$ cat src/rtl/pipe_stage_buffer_pkg.sv
// Basic types shared by the pipeline stage buffer: the execute-stage bundle,
// the depth limit and a pointer-width helper.
package pipe_stage_buffer_pkg;

  localparam int PIPE_BUF_MAX_DEPTH = 8;

  // Decode -> execute bundle; its $bits sets the buffer WIDTH.
  typedef struct packed {
    logic [31:0] pc;
    logic [4:0]  rd;
    logic [4:0]  rs1;
    logic [4:0]  rs2;
    logic [16:0] imm;
  } ExecuteStagePipeReg;

  // A pointer into a DEPTH-entry array; a single-entry array still needs one bit.
  function automatic int ptrWidth(input int depth);
    return (depth > 1) ? $clog2(depth) : 1;
  endfunction

endpackage

$ cat src/rtl/pipe_buffer_ptr.sv
// Wrap-around index 0..DEPTH-1 with increment enable and synchronous clear.
// The wrap is an explicit compare so non-power-of-two depths work.
module pipe_buffer_ptr
  import pipe_stage_buffer_pkg::*;
#(
  parameter  int DEPTH = 2,
  localparam int PW    = ptrWidth(DEPTH)
) (
  input  logic          clk,
  input  logic          rst,
  input  logic          clear,
  input  logic          inc,
  output logic [PW-1:0] ptr
);

  always_ff @(posedge clk or negedge rst) begin
    if (!rst) begin
      ptr <= '0;
    end else if (clear) begin
      ptr <= '0;
    end else if (inc) begin
      ptr <= (ptr == PW'(DEPTH - 1)) ? '0 : ptr + PW'(1);
    end
  end

endmodule

$ cat src/rtl/pipe_stage_buffer.sv
// Elastic DEPTH-entry FIFO between two CPU pipeline stages, with flush and
// occupancy. Define PIPE_STAGE_BUFFER_PERF_EN to build the upstream-stall counter.
module pipe_stage_buffer
  import pipe_stage_buffer_pkg::*;
#(
  parameter  int WIDTH = 64,
  parameter  int DEPTH = 2,
  localparam int CW    = $clog2(DEPTH + 1)
) (
  input  logic             clk,
  input  logic             rst,
  input  logic             flush,
  input  logic             in_valid,
  output logic             in_ready,
  input  logic [WIDTH-1:0] in_data,
  output logic             out_valid,
  input  logic             out_ready,
  output logic [WIDTH-1:0] out_data,
  output logic [CW-1:0]    occupancy,
  output logic [31:0]      stall_cycles
);

  localparam int PW = ptrWidth(DEPTH);

  if (DEPTH < 1 || DEPTH > PIPE_BUF_MAX_DEPTH) begin : gBadDepth
    $error("pipe_stage_buffer: DEPTH out of range");
  end

  logic [WIDTH-1:0] mem [DEPTH];
  logic [PW-1:0]    rdPtr;
  logic [PW-1:0]    wrPtr;
  logic [CW-1:0]    countReg;
  logic             push;
  logic             pop;

  // in_ready depends only on registered count and reset, never on out_ready.
  assign in_ready  = (countReg != CW'(DEPTH)) & rst;
  assign out_valid = (countReg != '0);
  assign out_data  = mem[rdPtr];
  assign occupancy = countReg;

  assign push = in_valid & in_ready & ~flush;
  assign pop  = out_valid & out_ready & ~flush;

  pipe_buffer_ptr #(.DEPTH(DEPTH)) uRdPtr (
    .clk   (clk),
    .rst   (rst),
    .clear (flush),
    .inc   (pop),
    .ptr   (rdPtr)
  );

  pipe_buffer_ptr #(.DEPTH(DEPTH)) uWrPtr (
    .clk   (clk),
    .rst   (rst),
    .clear (flush),
    .inc   (push),
    .ptr   (wrPtr)
  );

  // Entries are not reset or cleared; count alone decides what is live.
  for (genvar gi = 0; gi < DEPTH; gi++) begin : gEntry
    always_ff @(posedge clk) begin
      if (push && (wrPtr == PW'(gi))) begin
        mem[gi] <= in_data;
      end
    end
  end

  always_ff @(posedge clk or negedge rst) begin
    if (!rst) begin
      countReg <= '0;
    end else if (flush) begin
      countReg <= '0;
    end else if (push && !pop) begin
      countReg <= countReg + CW'(1);
    end else if (pop && !push) begin
      countReg <= countReg - CW'(1);
    end
  end

`ifdef PIPE_STAGE_BUFFER_PERF_EN
  logic [31:0] stallCntReg;

  always_ff @(posedge clk or negedge rst) begin
    if (!rst) begin
      stallCntReg <= '0;
    end else if (in_valid && !in_ready && !flush && (stallCntReg != 32'hFFFF_FFFF)) begin
      stallCntReg <= stallCntReg + 32'd1;
    end
  end

  assign stall_cycles = stallCntReg;
`else
  assign stall_cycles = '0;
`endif

  // Upstream must hold its bundle while it is being back-pressured.
  inDataStable: assert property (
    @(posedge clk) disable iff (!rst)
    (in_valid && !in_ready && !flush) |=> (!in_valid || $stable(in_data))
  );

endmodule

$ cat config.mk
export PLATFORM = sky130hd
export DESIGN_NAME = pipe_stage_buffer
export DESIGN_NICKNAME = d
export VERILOG_FILES = /design/src/rtl/pipe_stage_buffer_pkg.sv /design/src/rtl/pipe_buffer_ptr.sv /design/src/rtl/pipe_stage_buffer.sv
export SDC_FILE = /design/constraint.sdc
export NUM_CORES = 1
export LEC_CHECK = 0
export CORE_ASPECT_RATIO = 0.7
export CORE_MARGIN = 8
export CORE_UTILIZATION = 47
export CTS_BUF_LIST = sky130_fd_sc_hd__clkbuf_16
export CTS_CLUSTER_DIAMETER = 200
export CTS_CLUSTER_SIZE = 14
export DETAILED_ROUTE_END_ITERATION = 12
export PLACE_DENSITY = 0.81
export SLEW_MARGIN = 20
export SYNTH_ARGS = -nofsm -noshare
export SYNTH_HDL_FRONTEND = slang
export SYNTH_HIERARCHICAL = 1
export SYNTH_SLANG_ARGS = --single-unit
$ cat constraint.sdc
create_clock -name clk -period 8.92 [get_ports clk]
set_clock_uncertainty 0.2 [all_clocks]
set_input_delay 1.338 -clock clk [delete_from_list [all_inputs] [get_ports clk]]
set_output_delay 1.338 -clock clk [all_outputs]
set_load 0.01 [all_outputs]
==> flow_summary_export.csv <==
group,metric,value,unit
die,start_util,48.5,%
timing,finalHoldViolations,0,
grt,grt.overflow.total,0,
clock_tree,cts_htree_levels,4,
timing,post-route-min-period,4.30,ns
timing,rsz0062_at_grt,"no",
route,vias,2656,
grt,grt_max_degree,44,
place,globalplace.congestion,0.791,
clock_tree,cts_buffers,17,
clock_tree,tritoncts,"done",
clock_tree,post_cts_buffers,0,
grt,grt_pass1_vias,2802,
route,viasPerCell,4.63,
route,dr.pass1.iters,4,
route,detail-route-antenna-nets,0,
logic_synthesis,synth-seq-cells,132,
clock_tree,cts-root-buf,"clkbuf_16",
grt,grt_use_total,13.5,%
worst_setup_path,worst_setup_path_end_kind,"primary output",
power,leakagePower,2.62,nW
worst_setup_path,max_stage_delay,0.74,ns
run_status,status,"completed",
die,io-pin-count,169,
layout,nNetsFinal,477,
layout,fillers,773,
logic_synthesis,yosysWarnings,6,
clock_tree,ctsHoldBuffers,0,
worst_setup_path,path_cells,"buf_4 -> mux2_2 -> clkdlybuf4s50_1",
worst_setup_path,cp.required,7.38,ns
timing,fin_ws,4.62,ns
worst_setup_path,arrival,2.76,ns
layout,antenna_cells,0,
grt,antenna_found_initial,0,
route,route.detailed.drc,0,
clock_tree,cts_sinks,132,
die,die-area,15200,um2
die,die_x,144,um
layout,layout_commonest_cell,"clkdlybuf4s50_1",
worst_setup_path,critPathKind,"reg -> out",
die,core_area,11100,um2
place,post-place-ws,4.63,ns
timing,relSlewSlack,47.6,%
timing,fmax,233,MHz
logic_synthesis,postSynthAreaPerCell,21.0,um2
logic_synthesis,yosysSeqAreaShare,73.0,%
clock_tree,insertion_delay,0.40,ns
timing,tightest_slew,0.786,ns
min_path,hp-class,"reg -> reg",
place,port_buffers,136,
route,routed_wl,10300,um
power,vdd_ir_drop_max,128,uV
power,power_density,201,nW/um2
grt,grt_pass1_wl,15500,um
die,num_rows,32,
worst_setup_path,start_kind,"register",
timing,min_period_over_period,48.2,%
layout,drive_gt1_share,23.8,%
logic_synthesis,netlist_area,5400,um2
timing,drv_slew,0,
flow_run,drv_cap,0,
clock_tree,post_cts_resized,0,
logic_synthesis,yosysUniqueCellTypes,26,
worst_setup_path,critical_path.max_fanout,40,
route,drt_iter0_markers,203,
place,hpwlAfterDp,7250,um
layout,final_cell_mix,"136 x clkdlybuf4s50_1, 128 x edfxtp_1, 60 x mux2_4",
timing,setup_viol,0,
layout,syn2layout_area_growth,35.2,%
clock_tree,path_clk_slew,0.05,ns
power,totalPowerFinal,1.47,mW
clock_tree,clock_path_buffers,2,
route,wl_per_cell,17.9,um
logic_synthesis,synthCells,257,
timing,setup_tns,0,ns
worst_setup_path,slowest_stage,"dfrtp_4",
die,die_h,106,um
-- final timing paths --
path	from	end	slack (ns)	cells after the start
hold reg to reg	uWrPtr/ptr	uWrPtr/ptr	0.39	2
hold / removal	uWrPtr/ptr	uWrPtr/ptr	0.39	2
setup / recovery	uRdPtr/ptr	out_data[62]	4.62	3
setup reg to reg	occupancy[1]	mem[1][62]	6.25	4
min in group asynchronous	rst	uRdPtr/ptr	1.00	1
max in group asynchronous	rst	uRdPtr/ptr	7.24	1
-- flip-flops by register name, summed over array words and instances, names as in the netlist --
signal / cells
mem: 128
uWrPtr/ptr: 1
uRdPtr/ptr: 1
occupancy: 2
-- routing by layer --
| metal | vias to the layer above | track usage [%] | share of wire (%) |
|---|---|---|---|
| met5 | - | 0 | 0 |
| met1 | 1294 | 17.1 | 44 |
| met4 | 0 | 6.22 | 1.8 |
| li1 | 1231 | - | - |
| met3 | 17 | 6.13 | 9.7 |
| met2 | 114 | 19.4 | 45 |
-- where the power goes --
part | switching (mW) | internal (mW)
clock | 0.245 | 0.407
combinational | 0.0469 | 0.0724
sequential | 0.00600 | 0.695
-- metrics by stage --
| stage | hold slack, ns | util [%] | instance area [um2] | instances |
|---|---|---|---|---|
| floorplan | 0.315 | - | 5520 | 288 |
| global placement | 0.360 | 60.6 | 6740 | 542 |
| detailed placement | 0.361 | 60.6 | 6740 | 542 |
| CTS | 0.378 | 65.6 | 7310 | 574 |
| global route | 0.433 | 65.6 | 7310 | 574 |
| finish | 0.388 | 65.6 | 7310 | 574 |
-- worst max-delay path, delay by kind of cell, from the launching register on --
| kind | cells | cell delay (ns) |
|---|---|---|
| buf+inv | 2 | 1.15 |
| mux | 1 | 0.42 |
| flops | 1 | 0.74 |
-- synth_stat cells --
| cell type | instances | area share (%) |
|---|---|---|
| conb_1 | 1 | 0.069 |
| buf_6 | 1 | 0.21 |
| xnor2_1 | 2 | 0.32 |
| buf_12 | 6 | 2.2 |
| nor2b_2 | 1 | 0.16 |
| a21oi_1 | 1 | 0.093 |
| o211ai_1 | 1 | 0.14 |
| a31oi_1 | 1 | 0.12 |
| nand2_1 | 1 | 0.069 |
| o21bai_1 | 1 | 0.14 |
| and4b_1 | 1 | 0.19 |
| and2_1 | 1 | 0.12 |
| nor2b_1 | 1 | 0.12 |
| nand3b_1 | 1 | 0.14 |
| nor2_1 | 3 | 0.21 |
| mux2_4 | 60 | 17 |
| dfrtp_1 | 4 | 1.9 |
| a32oi_1 | 1 | 0.16 |
| nand3_1 | 1 | 0.093 |
| nor4_1 | 1 | 0.12 |
| mux2_2 | 4 | 0.83 |
| buf_4 | 32 | 4.4 |
| inv_1 | 1 | 0.069 |
| nor3_2 | 1 | 0.19 |
| nor3b_1 | 1 | 0.14 |
| edfxtp_1 | 128 | 71 |
-- layout make-up --
cell class                 count  area [um2]  area share, %
clock inverter                15         139           1.90
sequential                   132        3950           54.0
multi-input combinational    116        1210           16.5
inverter                       1        3.75         0.0514
clock buffer                  17         425           5.82
tap                          153         191           2.62
timing repair buffer         140        1390           19.0
-- cells by family (layout without fill, tap and decap cells) --
kind of cell / Yosys count / count (layout) / synth area share (%)
AND/OR/NAND/NOR: 13 / 13 / 1.53
multiplexers: 64 / 64 / 17.5
XOR/XNOR: 2 / 2 / 0.324
buffers and inverters: 40 / 173 / 6.95
AO/OA/AOI/OAI: 5 / 5 / 0.648
flip-flops: 132 / 132 / 73.0
other: 1 / 32 / 0.0694
Power figures use the tool's default switching activity.
